<file path="src/rtl/fpga_cfg_pkg.sv">
// Shared types and constants for the PLB configuration sequencer.
//   cfg_state_e       : sequencer state encoding
//   HDR_MAGIC_DEFAULT : default header tag expected in bits [15:8]
//   HDR_SYNC_BIT      : header bit carrying the sync/async mux select
//   HDR_CARRY_BIT     : header bit carrying the carry-chain mux select
package fpga_cfg_pkg;

    typedef enum logic [2:0] {
        ST_IDLE   = 3'd0,
        ST_HDR    = 3'd1,
        ST_LOAD   = 3'd2,
        ST_COMMIT = 3'd3,
        ST_DONE   = 3'd4,
        ST_ERR    = 3'd5
    } cfg_state_e;

    localparam logic [7:0] HDR_MAGIC_DEFAULT = 8'hA5;
    localparam int         HDR_SYNC_BIT      = 0;
    localparam int         HDR_CARRY_BIT     = 1;

endpackage

</file>
<file path="src/rtl/fpga_plb_cfg_ctrl.sv">
// Configuration sequencer for one programmable logic block.
// Accepts a header word followed by NUM_LC LUT words, assembles them in a
// shadow register and commits them to the PLB with a single write strobe.
// Ports:
//   clk_i, reset_ni            : clock, synchronous active-low reset
//   start_i                    : start/restart a load (IDLE, DONE, ERR only)
//   cfg_data_i/valid_i/ready_o : configuration word stream handshake
//   run_en_i                   : user flop-enable request
//   plb_config_o               : LUT words (always the shadow contents)
//   plb_config_we_o            : one-cycle commit strobe
//   plb_mux_sync_o/carry_o     : static PLB mux selects, updated at commit
//   plb_dffe_o                 : PLB flop enable, only live in DONE
//   busy_o, done_o, err_o      : status
module fpga_plb_cfg_ctrl
    import fpga_cfg_pkg::*;
#(
    parameter int         NUM_LC    = 8,
    parameter logic [7:0] HDR_MAGIC = HDR_MAGIC_DEFAULT
) (
    input  logic                     clk_i,
    input  logic                     reset_ni,
    input  logic                     start_i,
    input  logic [15:0]              cfg_data_i,
    input  logic                     cfg_valid_i,
    output logic                     cfg_ready_o,
    input  logic                     run_en_i,
    output logic [NUM_LC-1:0][15:0]  plb_config_o,
    output logic                     plb_config_we_o,
    output logic                     plb_mux_sync_o,
    output logic                     plb_mux_carry_o,
    output logic                     plb_dffe_o,
    output logic                     busy_o,
    output logic                     done_o,
    output logic                     err_o
);

    localparam int CNT_W = (NUM_LC > 1) ? $clog2(NUM_LC) : 1;
    localparam logic [CNT_W-1:0] LAST_LC = CNT_W'(NUM_LC - 1);

    cfg_state_e              r_state;
    cfg_state_e              w_state_nxt;
    logic [CNT_W-1:0]        r_lc_cnt;
    logic [NUM_LC-1:0][15:0] r_shadow;
    logic                    r_mode_sync;
    logic                    r_mode_carry;
    logic                    r_mux_sync;
    logic                    r_mux_carry;

    // Status outputs are registered from the next-state decode, so each one
    // equals a decode of the current state without any combinational path
    // from the stream inputs.
    logic                    r_ready, r_we, r_busy, r_done, r_err;
    logic                    w_ready_nxt, w_we_nxt, w_busy_nxt, w_done_nxt, w_err_nxt;

    logic                    w_hs;
    logic                    w_hdr_ok;

    assign w_hs     = cfg_valid_i & r_ready;
    assign w_hdr_ok = (cfg_data_i[15:8] == HDR_MAGIC);

    // State register and datapath
    always_ff @(posedge clk_i) begin
        if (!reset_ni) begin
            r_state      <= ST_IDLE;
            r_lc_cnt     <= '0;
            r_shadow     <= '0;
            r_mode_sync  <= 1'b0;
            r_mode_carry <= 1'b0;
            r_mux_sync   <= 1'b0;
            r_mux_carry  <= 1'b0;
            r_ready      <= 1'b0;
            r_we         <= 1'b0;
            r_busy       <= 1'b0;
            r_done       <= 1'b0;
            r_err        <= 1'b0;
        end else begin
            r_state <= w_state_nxt;
            r_ready <= w_ready_nxt;
            r_we    <= w_we_nxt;
            r_busy  <= w_busy_nxt;
            r_done  <= w_done_nxt;
            r_err   <= w_err_nxt;

            if (r_state == ST_HDR && w_hs && w_hdr_ok) begin
                r_mode_sync  <= cfg_data_i[HDR_SYNC_BIT];
                r_mode_carry <= cfg_data_i[HDR_CARRY_BIT];
                r_lc_cnt     <= '0;
            end

            if (r_state == ST_LOAD && w_hs) begin
                r_shadow[r_lc_cnt] <= cfg_data_i;
                if (r_lc_cnt != LAST_LC)
                    r_lc_cnt <= r_lc_cnt + 1'b1;
            end

            // Mux selects change together with the commit strobe so the PLB
            // sees the new LUT contents and routing in the same cycle.
            if (w_state_nxt == ST_COMMIT) begin
                r_mux_sync  <= r_mode_sync;
                r_mux_carry <= r_mode_carry;
            end
        end
    end

    // Next-state logic
    always_comb begin
        w_state_nxt = r_state;
        case (r_state)
            ST_IDLE:   if (start_i) w_state_nxt = ST_HDR;
            ST_HDR:    if (w_hs) w_state_nxt = w_hdr_ok ? ST_LOAD : ST_ERR;
            ST_LOAD:   if (w_hs && r_lc_cnt == LAST_LC) w_state_nxt = ST_COMMIT;
            ST_COMMIT: w_state_nxt = ST_DONE;
            ST_DONE:   if (start_i) w_state_nxt = ST_HDR;
            ST_ERR:    if (start_i) w_state_nxt = ST_HDR;
            default:   w_state_nxt = ST_IDLE;
        endcase
    end

    // Output decode of the upcoming state
    always_comb begin
        w_ready_nxt = (w_state_nxt == ST_HDR) || (w_state_nxt == ST_LOAD);
        w_busy_nxt  = w_ready_nxt || (w_state_nxt == ST_COMMIT);
        w_we_nxt    = (w_state_nxt == ST_COMMIT);
        w_done_nxt  = (w_state_nxt == ST_DONE);
        w_err_nxt   = (w_state_nxt == ST_ERR);
    end

    assign cfg_ready_o     = r_ready;
    assign plb_config_o    = r_shadow;
    assign plb_config_we_o = r_we;
    assign plb_mux_sync_o  = r_mux_sync;
    assign plb_mux_carry_o = r_mux_carry;
    assign plb_dffe_o      = r_done & run_en_i;
    assign busy_o          = r_busy;
    assign done_o          = r_done;
    assign err_o           = r_err;

endmodule
</file>
<file path="config.mk">
export PLATFORM = sky130hd
export DESIGN_NAME = fpga_plb_cfg_ctrl
export DESIGN_NICKNAME = d
export VERILOG_FILES = /design/src/rtl/fpga_cfg_pkg.sv /design/src/rtl/fpga_plb_cfg_ctrl.sv
export SDC_FILE = /design/constraint.sdc
export NUM_CORES = 1
export LEC_CHECK = 0
export CAP_MARGIN = 10
export CELL_PAD_IN_SITES_DETAIL_PLACEMENT = 1
export CELL_PAD_IN_SITES_GLOBAL_PLACEMENT = 2
export CORE_MARGIN = 3
export CORE_UTILIZATION = 27
export CTS_BUF_LIST = sky130_fd_sc_hd__clkbuf_8
export DETAILED_ROUTE_END_ITERATION = 6
export PLACE_DENSITY_LB_ADDON = 0.3
export SLEW_MARGIN = 20
export SYNTH_ARGS = -nofsm -noshare
export SYNTH_HDL_FRONTEND = slang
export SYNTH_SLANG_ARGS = --single-unit
</file>
<file path="constraint.sdc">
create_clock -name clk_i -period 2 [get_ports clk_i]
set_input_delay 0.4 -clock clk_i [delete_from_list [all_inputs] [get_ports clk_i]]
set_output_delay 0.4 -clock clk_i [all_outputs]
set_load 0.02 [all_outputs]
</file>
### Word-level counts from Yosys, hierarchy flattened

Cells that the tools add are included.

* flip-flop bits (word level): 143
* word-level logic and storage cells: 57

* add/sub/neg operators: 1
* order comparisons: 2
* equal/unequal tests: 13
* muxes and demuxes: 11
* bitwise gates (word level): 2
* reductions and logical operators: 9

Operators with widths (number)
* bitwise mux 128 bit: 1
* demux 16 bit (select 3 bit): 1
* 2-to-1 mux 3 bit: 7
* 2-to-1 mux 16 bit: 1
* equality test 3 bit, second input constant: 5
* equality test 3 x 2 -> 1 bit, second input constant: 4
* case mux 3 bit (4 select lines): 1
* equality test 8 bit, second input constant: 1
* equality test 3 x 1 -> 1 bit, second input constant: 2
* logical AND 1 bit: 5
* less-than comparator 3 x 4 -> 1 bit, second input constant: 1
* adder 3 x 1 -> 3 bit, second input constant: 1
* greater-or-equal comparator 3 x 1 -> 1 bit, second input constant: 1
* logical NOT 3 bit: 1
* inequality test 3 bit, second input constant: 1
* OR reduction 3 bit: 1
* bitwise AND 1 bit: 2
* logical OR 1 bit: 2

### Depth between registers and ports, before layout

Gate-level depths: netlist of the first run.

* depth after elaboration: 7
* mapped depth: 7
* mapped depth without buffers: 5

### Least setup slack after synthesis of the first run

No wires, ideal clock.

* path kind: register to register
* start: register r_ready (netlist: cfg_ready_o)
* end: register r_shadow, in the netlist plb_config_o[53]
* data arrival time: 1.866 ns
* required time: 1.927 ns
* setup slack: 0.061 ns
* cell stages (with the launch flop): 6
* path buffers: 2
* period minus slack after synthesis: 1.939 ns
* path through: dfxtp_1 clkbuf_1 nand3_1 nor3_2 buf_2 mux2i_1

* longest elaborated chain between the ends: 2

Ends and longest elaborated chain
* from (decl): line fpga_plb_cfg_ctrl.sv:52 `logic r_ready, r_we, r_busy, r_done, r_err;`
* from (signal assigned): line fpga_plb_cfg_ctrl.sv:78 `r_ready <= w_ready_nxt;`
* bitwise AND 1 bit: line fpga_plb_cfg_ctrl.sv:58 `assign w_hs = cfg_valid_i & r_ready;`
* logical AND 1 bit: line fpga_plb_cfg_ctrl.sv:90 `if (r_state == ST_LOAD && w_hs) begin`
* to (signal, indexed assignment): line fpga_plb_cfg_ctrl.sv:91 `r_shadow[r_lc_cnt] <= cfg_data_i;`
* to (decl): line fpga_plb_cfg_ctrl.sv:43 `logic [NUM_LC-1:0][15:0] r_shadow;`

No other way between the ends.
A chain may end at the register's enable or synchronous reset.

### Worst setup path after layout of the first run

* start: input run_en_i
* end: output plb_dffe_o

* longest elaborated chain between the ends: 1

Ends and longest elaborated chain
* from (decl): line fpga_plb_cfg_ctrl.sv:26 `input logic run_en_i,`
* bitwise AND 1 bit: line fpga_plb_cfg_ctrl.sv:133 `assign plb_dffe_o = r_done & run_en_i;`
* to (decl): line fpga_plb_cfg_ctrl.sv:31 `output logic plb_dffe_o,`

No other way between the ends.

==> run summary, run 1 <==
outcome = complete, no violations
min-delay worst type = register to register
die height = 147.2 um
R2R Setup Slk = 0.26 ns
Setup Skew = 0.01014 ns
post-DR vias/cell = 4.497
GP Congestion = 0.7850
row count = 51
Leak = 2.845 nW
Synth area leader = dfxtp_1
Post-Layout Cell Count = 958
Critical Path End Type = primary output
slew margin rel. = 63.14%
CTS clock-pin slew for the worst setup and hold paths = 0.07 ns
largest net degree at the start of global routing = 50
hpwl dp = 12.38 mm
top post-synthesis cells by area = dfxtp_1, mux2i_1, nand2_1, clkbuf_1, buf_6
CTS tree = built
floorplan core area = 0.01953 mm2
CP Capture Point = plb_dffe_o
share of flip-flops with an asynchronous set or reset = 0%
setup bufs post-CTS = 0
Worst R2R End = plb_config_o[36]$_SDFFE_PN0P_
Max Buffers Root-to-Sink = 2
post-layout util = 39.95%
root buffer cell = clkbuf_8
fin. max-slew vios = 0
drt first-iter violations = 83
hold_buf cts = 0
Buf/Inv on CP = 2
R2R Path Start = r_state[2]$_SDFF_PN0_
DRC Markers = 0
top cell family by delay on the critical path = buffers and inverters
Critical Path Slowest Stage Cell = clkdlybuf4s50_1
worst-path cell chain = clkdlybuf4s50_1, and2_1, clkdlybuf4s50_1
hold slack = 0.4629 ns
RSZ-0062 raised after global routing = no
max cap viols = 0
via count = 4308
FF+latch count, synth = 143
HP Start = plb_config_o[120]$_SDFFE_PN0P_
GRT Overall Usage = 16.40%
final hold violations = 0
routed len/inst = 18.19 um
pwr/cell area = 715.2 mW/mm2
WP depth = 3
worst path required time = 1.60 ns
Final nets = 706
antenna violations before repair = 0
Mapped Cells = 518
Starting Density = 27.56%
Most common cell on crit path = clkdlybuf4s50_1
clk sinks = 143
htree depth = 4
final setup violation count = 0
Clock Latency Late Sink = 0.44 ns
placed cell count = 929
VDD IR max = 0.3621 mV
period utilisation layout = 97.39%
Synth Flop Type = dfxtp_1
Avg Cell Area, Syn = 10.39 um2
Antenna Nets Post-Route = 0
Antenna Cells = 0
distinct cell type count after synthesis = 43
Ys Warns = 0
global-route wire length before repair = 27.59 mm
Data arrival, critical path = 1.55 ns
Die Wd = 147.2 um
vias in the first global route = 4774
Post-synth EDFFs = 0
worst slew pin tran = 0.5529 ns
FMAX = 513.4 MHz
IO Pins = 157
Period minus WS final = 1.948 ns
Reg2Reg Depth = 5
layout cells sized above 1 = 9.091%
residual overflow from global routing = 0
Initial DRT Pass Iterations = 4
IO buf count = 156
total CTS buffers = 17
Cell Area, Synth = 0.005381 mm2
final wirelength = 17.42 mm
CP max FO = 1
post-cts sizing count = 1
Mapped Nets = 541
Setup crit start = run_en_i
crit path launch type = primary input
WS Path Type = primary input to primary output
die area = 0.02166 mm2
CP peak stage delay = 0.59 ns
area delta synth->final = 44.94%
sequential share of the synthesized area = 53.20%
post-synth top area share = 53.20%
## per-stage QoR
| stage | TNS [ns] | power [mW] | cell area, um2 | setup WS, ns |
|---|---|---|---|---|
| floorplan | 0 | 3.037 | 5381 | 0.06108 |
| CTS | 0 | 5.664 | 7800 | 0.04219 |
| global placement | 0 | 3.157 | 7381 | 0.02385 |
| detailed placement | -0.1721 | 3.162 | 7381 | -0.03075 |
| finish | 0 | 5.578 | 7800 | 0.05228 |
| global route | 0 | 5.793 | 7800 | 0.02136 |
## where the power goes
group	internal [mW]	switching (mW)
sequential	2.85	0.00648
combinational	0.0808	0.153
clock	1.42	1.06
## tightest hold or removal path: cells and delay by family, from the launching register on
| kind | cells | cell delay, ns |
|---|---|---|
| flip-flops | 1 | 0.31 |
| AND/OR/NAND/NOR | 1 | 0.05 |
| multiplexers | 1 | 0.05 |
## logic make-up after synthesis
logic type	count (synthesis)	synth area share, %
AND/OR/NAND/NOR	184	15.58
adder cells (fa/ha/maj)	2	0.4649
multiplexers	131	24.37
XOR/XNOR	1	0.1628
buffers and inverters	37	3.673
AO/OA/AOI/OAI	20	2.558
flip-flops	143	53.20
## worst min path at each step
stage,end,slack (ns),cells after the start
6_report,plb_config_o[120]$_SDFFE_PN0P_,0.46,2
5_1_grt,r_state[0]$_SDFF_PN0_,0.47,2
4_1_cts,r_state[0]$_SDFF_PN0_,0.45,2
3_5_place_dp,plb_config_o[92]$_SDFFE_PN0P_,0.45,2
3_3_place_gp,plb_config_o[45]$_SDFFE_PN0P_,0.44,2
2_1_floorplan,r_mode_carry$_SDFFE_PN0P_,0.44,2
## cell usage after synthesis, types with 2 or more instances
cell type,number
nand2_1,149
dfxtp_1,143
mux2i_1,131
clkbuf_1,18
buf_2,7
a21oi_1,4
buf_1,4
buf_6,4
nand3_1,4
nor2_1,4
o22ai_1,4
o311ai_0,3
ha_1,2
inv_1,2
nand3b_1,2
nand4b_1,2
nor3_1,2
nor3_4,2
nor3b_1,2
nor4bb_1,2
o21a_1,2
o21ai_0,2
or3_1,2
or3b_2,2
## flip-flops by register name (all words and copies together) (netlist names)
name / flops
r_mode_carry: 1
busy_o: 1
r_lc_cnt: 3
plb_config_we_o: 1
r_state: 3
plb_mux_sync_o: 1
plb_mux_carry_o: 1
r_mode_sync: 1
plb_config_o: 128
done_o: 1
err_o: 1
cfg_ready_o: 1
## routing by layer
layer,track usage [%],share of wire (%)
met5,0,0
met3,6.046,6.7
met1,20.79,46
met2,26.43,47
met4,4.473,1.1
## cell type report
type,count,area (um2)
clock buffer,20,275.3
inverter,2,7.507
multi-input combinational,338,2332
sequential,143,2864
timing repair buffer,181,1847
tap,265,331.6
fill,2211,11730
clock inverter,9,142.6
## layout by cell type, fill, tap and decap left out, types with 3 or more instances in the layout
cell type,count
inv_1,4
nand2_1,149
bufinv_16,4
a21oi_1,4
nand3_1,4
clkdlybuf4s50_1,155
o311ai_0,3
o22ai_1,4
clkbuf_8,20
dfxtp_1,142
buf_4,18
clkinv_2,3
nor3_4,3
mux2i_1,131
buf_12,8
No activity file was read; power rests on OpenSTA's default activity.
==> run 2, diff against run 1 <==
--- a/config.mk
+++ b/config.mk
@@ -11,7 +11,9 @@
 export CORE_MARGIN = 3
 export CORE_UTILIZATION = 27
 export CTS_BUF_LIST = sky130_fd_sc_hd__clkbuf_8
+export CTS_CLUSTER_SIZE = 28
 export DETAILED_ROUTE_END_ITERATION = 6
+export MAX_ROUTING_LAYER = met4
 export PLACE_DENSITY_LB_ADDON = 0.3
 export SLEW_MARGIN = 20
 export SYNTH_ARGS = -nofsm -noshare
==> run 2 against run 1 <==
Net effect:
- core utilization did not move
- clock-buffer cell count unchanged
- clock skew is 0.00085 ns higher
- clock power about the same
- fmax hardly changed
- critical path depth is the same
- global-route usage increased by 0.49 points
- critical endpoint unchanged
- register-to-register slack is essentially flat
- sequential share of layout area stayed put
- worst hold slack about the same
- flip-flop and latch count did not move
==> run summary, run 2 (same netlist as run 1, synthesis figures left out) <==
outcome = complete, no violations
Die Wd = 147.2 um
crit path launch type = primary input
drt first-iter violations = 97
final hold violations = 0
min-delay worst type = register to register
die height = 147.2 um
worst slew pin tran = 0.5583 ns
CP max FO = 1
most common cell after layout, fill and taps aside = clkdlybuf4s50_1
period utilisation layout = 97.39%
Max Buffers Root-to-Sink = 2
Clock Latency Late Sink = 0.44 ns
GP Congestion = 0.7960
Int Power = 4.357 mW
Period minus WS final = 1.948 ns
fin. max-slew vios = 0
IO Pins = 157
hpwl dp = 12.38 mm
post-DR vias/cell = 4.478
row count = 51
Setup Skew = 0.01099 ns
clk sinks = 143
floorplan core area = 0.01953 mm2
final setup violation count = 0
IO buf count = 156
commonest cells after routing, fill and taps aside = clkdlybuf4s50_1, nand2_1, dfxtp_1
Leak = 2.845 nW
clock share of power = 44.6%
max cap viols = 0
routed len/inst = 18.25 um
vias in the first global route = 4796
Fill cells = 2211
pwr/cell area = 715.5 mW/mm2
DP Area = 0.007381 mm2
global-route wire length before repair = 27.57 mm
worst path required time = 1.60 ns
die area = 0.02166 mm2
area delta synth->final = 44.94%
htree depth = 4
Antenna Cells = 0
final wirelength = 17.49 mm
NetSw = 1.224 mW
slew margin rel. = 62.78%
Final nets = 706
Data arrival, critical path = 1.55 ns
GRT Overall Usage = 16.89%
FMAX = 513.4 MHz
final std cell area, no fill = 0.007800 mm2
CTS clock-pin slew for the worst setup and hold paths = 0.07 ns
residual overflow from global routing = 0
root buffer cell = clkbuf_8
DRC Markers = 0
combinational share of power = 4.2%
Initial DRT Pass Iterations = 4
via count = 4290
hold_buf cts = 0
VDD IR max = 0.3611 mV
WS Path Type = primary input to primary output
max FFs per register = 128
total CTS buffers = 17
largest net degree at the start of global routing = 50
worst setup margin = 0.05223 ns
Antenna Nets Post-Route = 0
DP Worst Slack = -0.03075 ns
Seq pwr share = 51.2%
Critical Path End Type = primary output
Sw Ratio = 21.94%
Starting Density = 27.56%
antenna violations before repair = 0
RSZ-0062 raised after global routing = no
CTS tree = built
layout cells sized above 1 = 9.091%
[run 2: cell counts in the layout (fill, tap and decap cells not counted)]
Identical to the previous run, type by type.
[run 2: metrics by stage]
step	TNS [ns]	utilization (%)	hold slack, ns	power [mW]	instances
after CTS	0	39.95	0.4524	5.664	958
after floorplan	0	-	0.4389	3.037	518
after global placement	0	37.80	0.4424	3.157	929
after global routing	0	39.95	0.4661	5.794	958
after detailed placement	-0.1721	37.80	0.4469	3.162	929
final	0	39.95	0.4628	5.581	958
[run 2: per-layer routing]
layer | vias up | track usage, % | share of wire (%)
li1 | 2071 | - | -
met1 | 2102 | 21.04 | 47
met2 | 102 | 26.41 | 46
met3 | 15 | 5.706 | 6.2
met4 | 0 | 4.473 | 1.1
met5 | - | - | 0
[run 2: critical path, stage by stage]
cell and delay, ns:
clkdlybuf4s50_1 0.44, and2_1 0.11, clkdlybuf4s50_1 0.59
[run 2: final cells by class]
cell class              count  area (um2)  share of cell area (%)
multi-input cells         338        2332                   29.90
inverters                   2       7.507                 0.09625
clock inverters             9       142.6                   1.829
flip-flops and latches    143        2864                   36.72
repair buffers            181        1847                   23.68
well taps                 265       331.6                   4.251
clock buffers              20       275.3                   3.529
[run 2: power by group through the flow]
stage	sequential, mW	combinational (mW)	clock (mW)
after floorplan	2.93	0.111	0
after global placement	2.92	0.234	0
after detailed placement	2.92	0.238	0
after CTS	2.86	0.238	2.57
after global routing	2.86	0.256	2.68
final	2.86	0.235	2.49
[run 2: path summary, 6_finish.rpt]
check,start,to,slack [ns],depth (start not counted)
worst max-delay path,run_en_i,plb_dffe_o,0.05,3
worst min-delay path,plb_config_o[13]$_SDFFE_PN0P_,plb_config_o[13]$_SDFFE_PN0P_,0.46,2
worst max register to register,r_state[2]$_SDFF_PN0_,plb_config_o[36]$_SDFFE_PN0P_,0.25,5
worst min register to register,plb_config_o[13]$_SDFFE_PN0P_,plb_config_o[13]$_SDFFE_PN0P_,0.46,2
[run 2: repair_timing]
item	CTS	global route
setup endpoints to repair	1	0
setup buffers	0	0
resized for setup	1	0
